$ cat config.mk
export PLATFORM = sky130hd
export DESIGN_NAME = burst_pattern_sched
export DESIGN_NICKNAME = d
export VERILOG_FILES = /design/src/rtl/burst_pattern_sched.sv
export SDC_FILE = /design/constraint.sdc
export NUM_CORES = 1
export LEC_CHECK = 0
export ABC_AREA = 0
export CAP_MARGIN = 15
export CORE_MARGIN = 2
export CORE_UTILIZATION = 33
export DETAILED_ROUTE_END_ITERATION = 10
export GPL_TIMING_DRIVEN = 0
export PLACE_DENSITY_LB_ADDON = 0.1
export RECOVER_POWER = 50
export SLEW_MARGIN = 40
export SYNTH_ARGS = -nofsm -noshare
export SYNTH_HDL_FRONTEND = slang
export SYNTH_SLANG_ARGS = --single-unit
$ cat constraint.sdc
create_clock -name clk -period 3.2 [get_ports clk]
set_clock_uncertainty 0.15 [all_clocks]
set_input_delay 0.64 -clock clk [delete_from_list [all_inputs] [get_ports clk]]
set_output_delay 0.64 -clock clk [all_outputs]
set_load 0.005 [all_outputs]
$ cat src/rtl/burst_pattern_sched.sv
// Clock-enable burst scheduler: a programmable divider paces a burst of tog
// toggles followed by a hold window, optionally repeating until stopped.
module burst_pattern_sched #(
    parameter int DIV_W = 21,
    parameter int CNT_W = 8
) (
    input  logic             clk,
    input  logic             rst,
    input  logic [DIV_W-1:0] cfg_div,
    input  logic [CNT_W-1:0] cfg_pulses,
    input  logic [CNT_W-1:0] cfg_hold,
    input  logic             cfg_repeat,
    input  logic             start,
    input  logic             stop,
    output logic             busy,
    output logic             tick,
    output logic             tog,
    output logic             hold_o,
    output logic             done
);

    typedef enum logic [1:0] {
        S_IDLE  = 2'd0,
        S_PULSE = 2'd1,
        S_HOLD  = 2'd2
    } state_t;

    state_t           state_q, state_d;
    logic [DIV_W-1:0] div_cnt_q, div_cnt_d;
    logic [DIV_W-1:0] div_l_q, div_l_d;
    logic [CNT_W-1:0] ph_q, ph_d;
    logic [CNT_W-1:0] pul_l_q, pul_l_d;
    logic [CNT_W-1:0] hold_l_q, hold_l_d;
    logic             rep_l_q, rep_l_d;
    logic             tog_q, tog_d;
    logic             hold_o_q, hold_o_d;
    logic             done_q, done_d;
    logic             end_of_burst;

    assign busy   = (state_q != S_IDLE);
    assign tick   = busy & (div_cnt_q == div_l_q);
    assign tog    = tog_q;
    assign hold_o = hold_o_q;
    assign done   = done_q;

    always_comb begin
        state_d      = state_q;
        div_cnt_d    = div_cnt_q;
        div_l_d      = div_l_q;
        ph_d         = ph_q;
        pul_l_d      = pul_l_q;
        hold_l_d     = hold_l_q;
        rep_l_d      = rep_l_q;
        tog_d        = tog_q;
        hold_o_d     = hold_o_q;
        done_d       = 1'b0;
        end_of_burst = 1'b0;

        if (busy) begin
            div_cnt_d = tick ? '0 : div_cnt_q + 1'b1;
        end

        if (stop) begin
            // Abort wins over everything but reset; no completion pulse.
            state_d   = S_IDLE;
            div_cnt_d = '0;
            ph_d      = '0;
            tog_d     = 1'b1;
            hold_o_d  = 1'b0;
        end else if (state_q == S_IDLE) begin
            if (start) begin
                div_l_d   = cfg_div;
                pul_l_d   = cfg_pulses;
                hold_l_d  = cfg_hold;
                rep_l_d   = cfg_repeat;
                div_cnt_d = '0;
                ph_d      = '0;
                tog_d     = 1'b1;
                if (cfg_pulses != '0) begin
                    state_d = S_PULSE;
                end else if (cfg_hold != '0) begin
                    state_d  = S_HOLD;
                    hold_o_d = 1'b1;
                end else begin
                    done_d = 1'b1;
                end
            end
        end else if (tick) begin
            case (state_q)
                S_PULSE: begin
                    tog_d = ~tog_q;
                    if (ph_q == pul_l_q - 1'b1) begin
                        ph_d = '0;
                        if (hold_l_q != '0) begin
                            state_d  = S_HOLD;
                            hold_o_d = 1'b1;
                        end else begin
                            end_of_burst = 1'b1;
                        end
                    end else begin
                        ph_d = ph_q + 1'b1;
                    end
                end
                S_HOLD: begin
                    if (ph_q == hold_l_q - 1'b1) begin
                        ph_d         = '0;
                        hold_o_d     = 1'b0;
                        end_of_burst = 1'b1;
                    end else begin
                        ph_d = ph_q + 1'b1;
                    end
                end
                default: state_d = S_IDLE;
            endcase

            // tog is deliberately left alone here so repeated bursts keep phase.
            if (end_of_burst) begin
                if (rep_l_q) begin
                    if (pul_l_q != '0) begin
                        state_d = S_PULSE;
                    end else begin
                        state_d  = S_HOLD;
                        hold_o_d = 1'b1;
                    end
                end else begin
                    state_d = S_IDLE;
                    done_d  = 1'b1;
                end
            end
        end
    end

    always_ff @(posedge clk) begin
        if (rst) begin
            state_q   <= S_IDLE;
            div_cnt_q <= '0;
            div_l_q   <= '0;
            ph_q      <= '0;
            pul_l_q   <= '0;
            hold_l_q  <= '0;
            rep_l_q   <= 1'b0;
            tog_q     <= 1'b1;
            hold_o_q  <= 1'b0;
            done_q    <= 1'b0;
        end else begin
            state_q   <= state_d;
            div_cnt_q <= div_cnt_d;
            div_l_q   <= div_l_d;
            ph_q      <= ph_d;
            pul_l_q   <= pul_l_d;
            hold_l_q  <= hold_l_d;
            rep_l_q   <= rep_l_d;
            tog_q     <= tog_d;
            hold_o_q  <= hold_o_d;
            done_q    <= done_d;
        end
    end

endmodule

==> results.sh, run 1 <==
export IMPL_timing_rr_start="hold_l_q[0]"
export IMPL_layout_nets=606
export IMPL_numPortBuffers=45
export IMPL_finalHoldWorstSlack_ns=0.318
export IMPL_violations="design-rule violations"
export IMPL_hold_buffers=0
export IMPL_slew_headroom_pct=50.7
export IMPL_gr_usage_all_layers_pct=17.9
export IMPL_finalCritPeriodShare_pct=98.0
export IMPL_hold_violations=0
export IMPL_drc_errors=2
export IMPL_place_ws_ns=0.238
export IMPL_regArea_sq_um=1450
export IMPL_avgRoutedWirePerCell_um=15.4
export IMPL_status="finished with violations"
export IMPL_fin_setup_tns_ns=0
export IMPL_nFillCells=1185
export IMPL_hpwlAfterDp_um=8210
export IMPL_grt_max_degree=14
export IMPL_ys_warn_count=0
export IMPL_ioPinCount=47
export IMPL_fin_ws_ns=0.0635
export IMPL_yosysSeqAreaShare_pct=36.8
export IMPL_antenna_found_initial=0
export IMPL_place_inst=682
export IMPL_setup_viol=0
export IMPL_num_vias=3578
export IMPL_async_reset_ff_share_pct=0
export IMPL_ant_nets=0
export IMPL_power_mw=2.44
export IMPL_startpoint_type="flop"
export IMPL_grt_pass1_wl_um=17600
export IMPL_cts_tree="built"
export IMPL_grt_pass1_vias=3342
export IMPL_clock_fmax_ghz=0.319
export IMPL_r2r_end="state_q[1]"
export IMPL_die_area_sq_um=12800
export IMPL_root_buffer="clkbuf_16"
export IMPL_cts_made_buffers=9
export IMPL_clk_latency_ns=0.35
export IMPL_ir_drop_uv=220
export IMPL_synth_area_sq_um=3920
export IMPL_htreeDepth=3
export IMPL_powerDensity_nw_per_um2=493
export IMPL_synth_edff_count=0
export IMPL_dieWidth_um=113
export IMPL_multiInputGateArea_sq_um=2320
export IMPL_worst_pin_slew_ns=0.733
export IMPL_syn_area_per_cell_sq_um=7.93
export IMPL_critical_path_max_fanout=7
export IMPL_synth_cells=494
export IMPL_critPathRequiredTime_ns=2.41
export IMPL_first_iter_violations=182
export IMPL_hold_path_cell_count=2
export IMPL_die_h_um=113
export IMPL_min_to="div_l_q[0]"
export IMPL_gp_congestion=0.884
export IMPL_core_area_sq_um=11500
export IMPL_arrival_ns=2.35
export IMPL_grt_ovfl_total=0
export IMPL_worstHoldStart="div_l_q[0]"
export IMPL_hold_path_class="flop to flop"
export IMPL_r2r_slack_ns=0.26
export IMPL_antenna_cells=0
export IMPL_dr_pass1_iters=8
export IMPL_synthToLayoutAreaGrowth_pct=26.2
export IMPL_cp_end_kind="output port"
export IMPL_fin_crit_ns=3.14
export IMPL_rsz0062_at_grt="false"
export IMPL_critPathKind="flop to output port"
export IMPL_drv_cap=0
export IMPL_layout_drive_gt1_share_pct=7.86
export IMPL_cts_path_max_buffers=2
export IMPL_slew_viol_final=0
export IMPL_ff2ff_path_depth=9
export IMPL_routed_via_density=5.09
export IMPL_start_util_pct=34.0
export IMPL_yosys_register_bits=72
export IMPL_final_cells=703
export IMPL_synth_nets=545
export IMPL_p_leak_nw=1.86
export IMPL_totalWireLength_um=10800
export IMPL_synthFlopType="dfxtp_1"
export IMPL_cts_sinks=72
export IMPL_rows=39
export IMPL_yosysUniqueCellTypes=59
export IMPL_clkTransAtPathRegs_ns=0.06
[timing repair]
item                                    CTS  global route
endpoints found under the setup margin    1             9
buffers inserted                          1             5
gates resized for setup                   1             9
pin swaps                                 2             4
[cell families (layout without fill, tap and decap cells)]
logic type / after synthesis / after routing / share of synthesized area, %
AOI/OAI and AO/OA: 90 / 90 / 15.5
xor gates and xnor gates: 61 / 61 / 13.6
adders and majority gates: 9 / 9 / 2.88
buffers and inverters: 41 / 107 / 4.50
DFF: 72 / 72 / 36.8
muxes: 1 / 1 / 0.256
and+or+nand+nor: 220 / 220 / 26.4
[sequential cells by signal (all words and copies together) (netlist names)]
register   flops
div_cnt_q     21
div_l_q       21
done           1
hold_l_q       8
hold_o         1
ph_q           8
pul_l_q        8
rep_l_q        1
state_q        2
tog            1
[Yosys cell counts, drive strengths merged (3+ instances only)]
cell type	n	area [sq um]
a211oi	3	22.5
a2111oi	3	45.1
xnor2	17	149
o211ai	4	30.0
nand2	95	357
clkbuf	17	65.1
o31ai	5	37.5
a21oi	46	230
nand3b	3	22.5
xor2	44	385
or4	5	45.0
a31oi	3	18.8
o2111ai	3	32.5
dfxtp	72	1440
nand4	8	50.1
and3	5	31.3
o21ai	8	43.8
nor2	48	180
and4	3	26.3
nor3b	3	22.5
ha	9	113
nor4	11	68.8
nand3	11	55.1
buf	6	41.3
nor3	13	70.1
inv	18	70.1
[worst max-delay path: stages (launching register included)]
cell             delay (ns)
dfxtp_2                0.35
xor2_1                 0.16
nor4_1                 0.33
nand4_1                0.24
nor2_2                 0.17
nand2_1                0.13
inv_4                  0.12
clkdlybuf4s50_1        0.50
[layout make-up]
class                   count  share of cell area [%]
multi-input cells         381                    46.9
flip-flops and latches     72                    29.3
repair buffers             51                    10.0
clock buffers              10                    4.84
well taps                 143                    3.62
plain buffers              22                    2.08
clock inverters             6                    1.82
inverters                  18                    1.42
[cells in the final DEF, fill, tap and decap left out, drive strengths merged, types with 3 or more instances in the layout]
master / count
o21ai: 8
inv: 19
ha: 9
o211ai: 4
buf: 10
xnor2: 17
and4: 3
dlygate4sd3: 3
clkbuf: 28
nand4: 8
a21oi: 46
clkdlybuf4s50: 42
nor4: 11
dfxtp: 72
a2111oi: 3
nand3b: 3
nor2: 48
o2111ai: 3
o31ai: 5
and3: 5
xor2: 44
or4: 5
nand2: 95
nand3: 11
nor3: 13
a31oi: 3
a211oi: 3
nor3b: 3
[where the power goes]
part	internal (mW)	total, mW	switching (mW)
combinational	0.167	0.371	0.204
clock	0.706	1.11	0.408
sequential	0.926	0.952	0.0259
[per-layer routing]
layer | track usage, % | vias to the layer above | wire (um)
met3 | 3.21 | 15 | 415
met1 | 26.5 | 1667 | 5750
li1 | - | 1830 | -
met5 | 0 | - | 0
met2 | 25.5 | 66 | 4430
met4 | 7.32 | 0 | 197
[per-stage QoR]
stage / util, % / area (sq um)
after floorplan: - / 3920
after global placement: 39.5 / 4550
after detailed placement: 39.5 / 4550
after CTS: 42.4 / 4880
final: 42.9 / 4940
after global routing: 42.9 / 4940
[worst max path at each step]
stage / from / end / slack, ns / cells past startpoint
finish: div_cnt_q[10] / tick / 0.06 / 7
global route: pul_l_q[0] / ph_q[4] / 0.006 / 9
CTS: div_cnt_q[14] / tick / 0.008 / 7
detailed placement: pul_l_q[0] / ph_q[1] / 0.24 / 9
global placement: pul_l_q[0] / ph_q[7] / 0.19 / 9
floorplan: hold_l_q[0] / state_q[1] / 0.57 / 9
Note: power is estimated with default switching activity, not from simulation.
==> inputs of run 2 (changes only) <==
Settings changed: CORE_ASPECT_RATIO set to 1.1.
==> run 2 against run 1 <==
The flow now finishes without violations. Wire length fell by 2.3%. Total power fell by 8.2%. Flip-flop and latch count unchanged. Die area about the same. Critical path type unchanged. Critical endpoint unchanged. Largest cell class unchanged. Largest power group is now registers. Highest routed layer unchanged.
==> results.sh, run 2 (synthesized netlist as in run 1, its figures left out) <==
export IMPL_status="finished, final reports clean"
export IMPL_fin_area_sq_um=4860
export IMPL_slew_headroom_pct=54.3
export IMPL_setup_viol=0
export IMPL_fin_crit_ns=3.01
export IMPL_avgRoutedWirePerCell_um=14.9
export IMPL_rows=41
export IMPL_cts_sinks=72
export IMPL_synthToLayoutAreaGrowth_pct=24.2
export IMPL_critPathMaxStageDelay_ns=0.51
export IMPL_cp_end_kind="output port"
export IMPL_worst_pin_slew_ns=0.679
export IMPL_arrival_ns=2.22
export IMPL_cts_made_buffers=9
export IMPL_hold_violations=0
export IMPL_grt_pass1_vias=3618
export IMPL_start_util_pct=33.9
export IMPL_antenna_cells=0
export IMPL_critPathKind="flop to output port"
export IMPL_die_h_um=118
export IMPL_critPathRequiredTime_ns=2.41
export IMPL_hold_buffers=0
export IMPL_antenna_found_initial=0
export IMPL_nFillCells=1207
export IMPL_totalWireLength_um=10500
export IMPL_num_vias=3594
export IMPL_drv_cap=0
export IMPL_drc_errors=0
export IMPL_clkTransAtPathRegs_ns=0.06
export IMPL_rsz0062_at_grt="false"
export IMPL_critical_path_max_fanout=5
export IMPL_crit_chain="xor2_1, nor4_1, nand4_1, nor2_2, nand2_2, inv_4, clkdlybuf4s50_1"
export IMPL_ioPinCount=47
export IMPL_htreeDepth=3
export IMPL_reg_top3="div_cnt_q: 21 flops, div_l_q: 21 flops"
export IMPL_cts_path_max_buffers=2
export IMPL_clock_fmax_ghz=0.333
export IMPL_grt_max_degree=12
export IMPL_placed_cell_area_sq_um=4550
export IMPL_routed_via_density=5.09
export IMPL_p_leak_nw=1.82
export IMPL_dr_pass1_iters=4
export IMPL_startpoint_type="flop"
export IMPL_path_buf_inv=2
export IMPL_slew_viol_final=0
export IMPL_cts_tree="built"
export IMPL_layout_nets=603
export IMPL_hold_path_class="flop to flop"
export IMPL_die_area_sq_um=12800
export IMPL_cpMaxStageDelayCell="clkdlybuf4s50_1"
export IMPL_r2r_slack_ns=0.25
export IMPL_ant_nets=0
export IMPL_first_iter_violations=160
export IMPL_ir_drop_uv=186
export IMPL_gr_usage_all_layers_pct=17.7
export IMPL_grt_ovfl_total=0
export IMPL_clk_latency_ns=0.33
export IMPL_layout_drive_gt1_share_pct=6.83
export IMPL_gp_congestion=0.850
export IMPL_crit_family="simple AND/OR/NAND/NOR gates"
export IMPL_fin_setup_tns_ns=0
export IMPL_numPortBuffers=45
export IMPL_grt_pass1_wl_um=17600
export IMPL_mostFrequentLayoutCells="nand2_1 (94), dfxtp_1 (68), nor2_1 (47)"
export IMPL_finalHoldWorstSlack_ns=0.314
export IMPL_core_area_sq_um=11500
export IMPL_root_buffer="clkbuf_16"
export IMPL_final_common_cell="nand2_1"
export IMPL_powerDensity_nw_per_um2=460
export IMPL_hpwlAfterDp_um=8240
export IMPL_finalCritPeriodShare_pct=93.9
export IMPL_dieWidth_um=108
[run 2: changes by cell type in the layout (fill, tap and decap cells not counted), sizes merged]
cell | before | now
clkdlybuf4s50 | 42 | 40
dlygate4sd3 | 3 | 5
bufinv | 2 | 0
buf | 10 | 6
clkbuf | 28 | 31
inv | 19 | 18
[run 2: layout make-up]
cell class / instances / area [sq um] / share of cell area, %
multi-input cells: 381 / 2310 / 47.6
inverters: 18 / 70.1 / 1.44
repair buffers: 48 / 469 / 9.65
plain buffers: 22 / 103 / 2.11
well taps: 150 / 188 / 3.86
clock inverters: 3 / 17.5 / 0.360
flip-flops and latches: 72 / 1450 / 29.7
clock buffers: 12 / 256 / 5.28
[run 2: where the power goes]
| part | internal, mW | switching, mW |
|---|---|---|
| clock | 0.560 | 0.370 |
| combinational | 0.158 | 0.196 |
| sequential | 0.927 | 0.0286 |
[run 2: routing by layer]
layer / vias to the layer above / track usage [%] / part of all wire (%)
met4: 0 / 7.77 / 2.0
met2: 64 / 31.5 / 53
met5: - / 0 / 0
met1: 1691 / 20.3 / 42
met3: 17 / 3.14 / 2.9
li1: 1822 / - / -
[run 2: timing repair]
| item | CTS | global route |
|---|---|---|
| setup endpoints to repair | 1 | 9 |
| setup buffers | 1 | 2 |
| resized for setup | 1 | 8 |
| pin swaps | 1 | 4 |
[run 2: metrics by stage]
stage                     utilization (%)  std cells  power (mW)  setup slack (ns)
final                                42.1        706        2.24             0.194
after global routing                 42.1        706        2.35            0.0250
after CTS                            41.9        704        2.27            0.0421
after detailed placement             39.5        689        1.32             0.249
after global placement               39.5        689        1.32             0.259
after floorplan                         -        494        1.19             0.574
[run 2: worst paths after layout]
kind	start	end	depth (start not counted)
setup / recovery	div_cnt_q[3]	tick	7
hold / removal	div_l_q[13]	div_l_q[13]	2
setup reg to reg	hold_l_q[0]	ph_q[0]	9
hold reg to reg	div_l_q[13]	div_l_q[13]	2
[run 2: tightest hold or removal path, stage by stage (launching register included)]
cell and delay, ns:
dfxtp_1 0.31, nand2_1 0.05, a21oi_1 0.05
==> inputs of run 3 (changes only) <==
Settings changed: CORE_UTILIZATION 33 to 56.
==> run 3 against run 2 <==
Critical endpoint unchanged. Setup slack lost 0.16 ns. Clock power shrank 35%. First-iteration DRC count grew 49%. Via count grew 4.0%.
==> results.sh, run 3 (synthesized netlist as in run 1, its figures left out) <==
export IMPL_power_switching_uw=552
export IMPL_synthToLayoutAreaGrowth_pct=19.1
export IMPL_drc_errors=0
export IMPL_clock_fmax_ghz=0.316
export IMPL_start_util_pct=58.7
export IMPL_reg_top3="div_cnt_q: 21 flops, div_l_q: 21 flops"
export IMPL_root_buffer="clkbuf_8"
export IMPL_clkTransAtPathRegs_ns=0.07
export IMPL_status="finished, final reports clean"
export IMPL_layout_nets=603
export IMPL_fin_crit_ns=3.17
export IMPL_grt_pass1_vias=3566
export IMPL_cp_end_kind="output port"
export IMPL_cp_startpoint="div_cnt_q[19]"
export IMPL_totalWireLength_um=10100
export IMPL_cts_made_buffers=9
export IMPL_slew_headroom_pct=52.8
export IMPL_worstHoldStart="div_l_q[16]"
export IMPL_mostFrequentLayoutCells="nand2_1 (94), dfxtp_1 (66), nor2_1 (47)"
export IMPL_avgRoutedWirePerCell_um=15.9
export IMPL_routed_via_density=5.88
export IMPL_gp_congestion=0.875
export IMPL_rsz0062_at_grt="true"
export IMPL_critPathRequiredTime_ns=2.41
export IMPL_hold_path_class="flop to flop"
export IMPL_rows=31
export IMPL_worst_pin_slew_ns=0.690
export IMPL_pwr_share_comb_pct=19.3
export IMPL_ir_drop_uv=312
export IMPL_layout_drive_gt1_share_pct=7.05
export IMPL_grt_util_met1_pct=30.3
export IMPL_dr_pass1_iters=5
export IMPL_clk_latency_ns=0.34
export IMPL_p_clk_share_pct=31.4
export IMPL_p_int_mw=1.38
export IMPL_gr_usage_all_layers_pct=26.9
export IMPL_setup_viol=0
export IMPL_first_iter_violations=238
export IMPL_num_vias=3736
export IMPL_antenna_found_initial=0
export IMPL_hpwlAfterDp_um=7720
export IMPL_ioPinCount=47
export IMPL_seq_power_share_pct=49.4
export IMPL_ant_nets=0
export IMPL_startpoint_type="flop"
export IMPL_gr_usage_met2_pct=49.9
export IMPL_die_h_um=91.7
export IMPL_critical_path_max_fanout=9
export IMPL_slew_viol_final=0
export IMPL_final_common_cell="nand2_1"
export IMPL_cts_sinks=72
export IMPL_grt_ovfl_total=0
export IMPL_core_area_sq_um=6670
export IMPL_grtUsageMet3_pct=3.87
export IMPL_fin_setup_tns_ns=0
export IMPL_arrival_ns=2.38
export IMPL_placed_cell_area_sq_um=4470
export IMPL_gr_max_usage_layer="met2"
export IMPL_drv_cap=0
export IMPL_htreeDepth=3
export IMPL_timing_rr_start="hold_l_q[0]"
export IMPL_antenna_cells=0
export IMPL_die_area_sq_um=7680
export IMPL_hold_violations=0
export IMPL_hold_buffers=0
export IMPL_finalCritPeriodShare_pct=98.9
export IMPL_grt_pass1_wl_um=16700
export IMPL_numPortBuffers=45
export IMPL_sw_frac_of_total_pct=28.6
export IMPL_cts_path_max_buffers=2
export IMPL_p_leak_nw=1.76
export IMPL_powerDensity_nw_per_um2=414
export IMPL_fin_area_sq_um=4670
export IMPL_critPathKind="flop to output port"
export IMPL_grt_max_degree=11
export IMPL_dieWidth_um=83.7
export IMPL_cts_tree="built"
run 3: changes by cell type in the layout (fill, tap and decap cells not counted), moves of 3 or more:
cell,before,now
clkbuf_1,19,16
clkbuf_16,9,0
clkbuf_8,2,10
clkdlybuf4s50_1,40,45
dlygate4sd3_1,5,0
run 3: path summary, 6_finish.rpt:
kind	endpoint	slack, ns	depth (start not counted)
worst max-delay path	tick	0.03	7
worst min-delay path	div_l_q[16]	0.32	2
worst max register to register	state_q[1]	0.24	9
worst min register to register	div_l_q[16]	0.32	2
run 3: metal layers:
metal / part of all wire [%] / up-vias
met5: 0 / -
met4: 3.4 / 0
met3: 4.8 / 32
met2: 52 / 131
met1: 40 / 1763
li1: - / 1810
run 3: metrics by stage:
step | power, mW | hold WS (ns) | util, % | worst slack, ns | cells
global route | 2.01 | 0.345 | 69.9 | -0.0418 | 635
CTS | 1.92 | 0.322 | 69.5 | 0.00477 | 635
global placement | 1.31 | 0.305 | 67.0 | 0.305 | 621
finish | 1.93 | 0.321 | 69.9 | 0.0342 | 635
floorplan | 1.19 | 0.298 | - | 0.574 | 494
detailed placement | 1.32 | 0.312 | 67.0 | 0.237 | 621
run 3: cell type report:
type	count	area (sq um)
Timing Repair Buffer	48	473
Inverter	18	72.6
Buffer	22	103
Clock inverter	1	7.51
Sequential cell	72	1450
Tap cell	82	103
Multi-Input combinational cell	381	2320
Fill cell	573	2010
Clock buffer	11	141
run 3: power by group through the flow:
| stage | sequential [mW] | clock, mW | combinational [mW] |
|---|---|---|---|
| final | 0.953 | 0.606 | 0.372 |
| after global routing | 0.956 | 0.652 | 0.407 |
| after CTS | 0.952 | 0.609 | 0.359 |
| after detailed placement | 0.973 | 0 | 0.347 |
| after global placement | 0.971 | 0 | 0.338 |
| after floorplan | 0.965 | 0 | 0.225 |
run 3: worst max-delay path, cell delays in order (launching register included):
cell	delay [ns]
dfxtp_1	0.35
xor2_1	0.17
nor4_1	0.35
nand4_1	0.24
nor2_2	0.21
nand2_2	0.11
clkinv_4	0.11
clkdlybuf4s50_1	0.50
run 3: repair_timing:
action                                  CTS  global route
pin swaps                                 2             4
endpoints found under the setup margin    1             9
gates cloned                              0             0
setup buffers                             2             1
resized for setup                         1            11
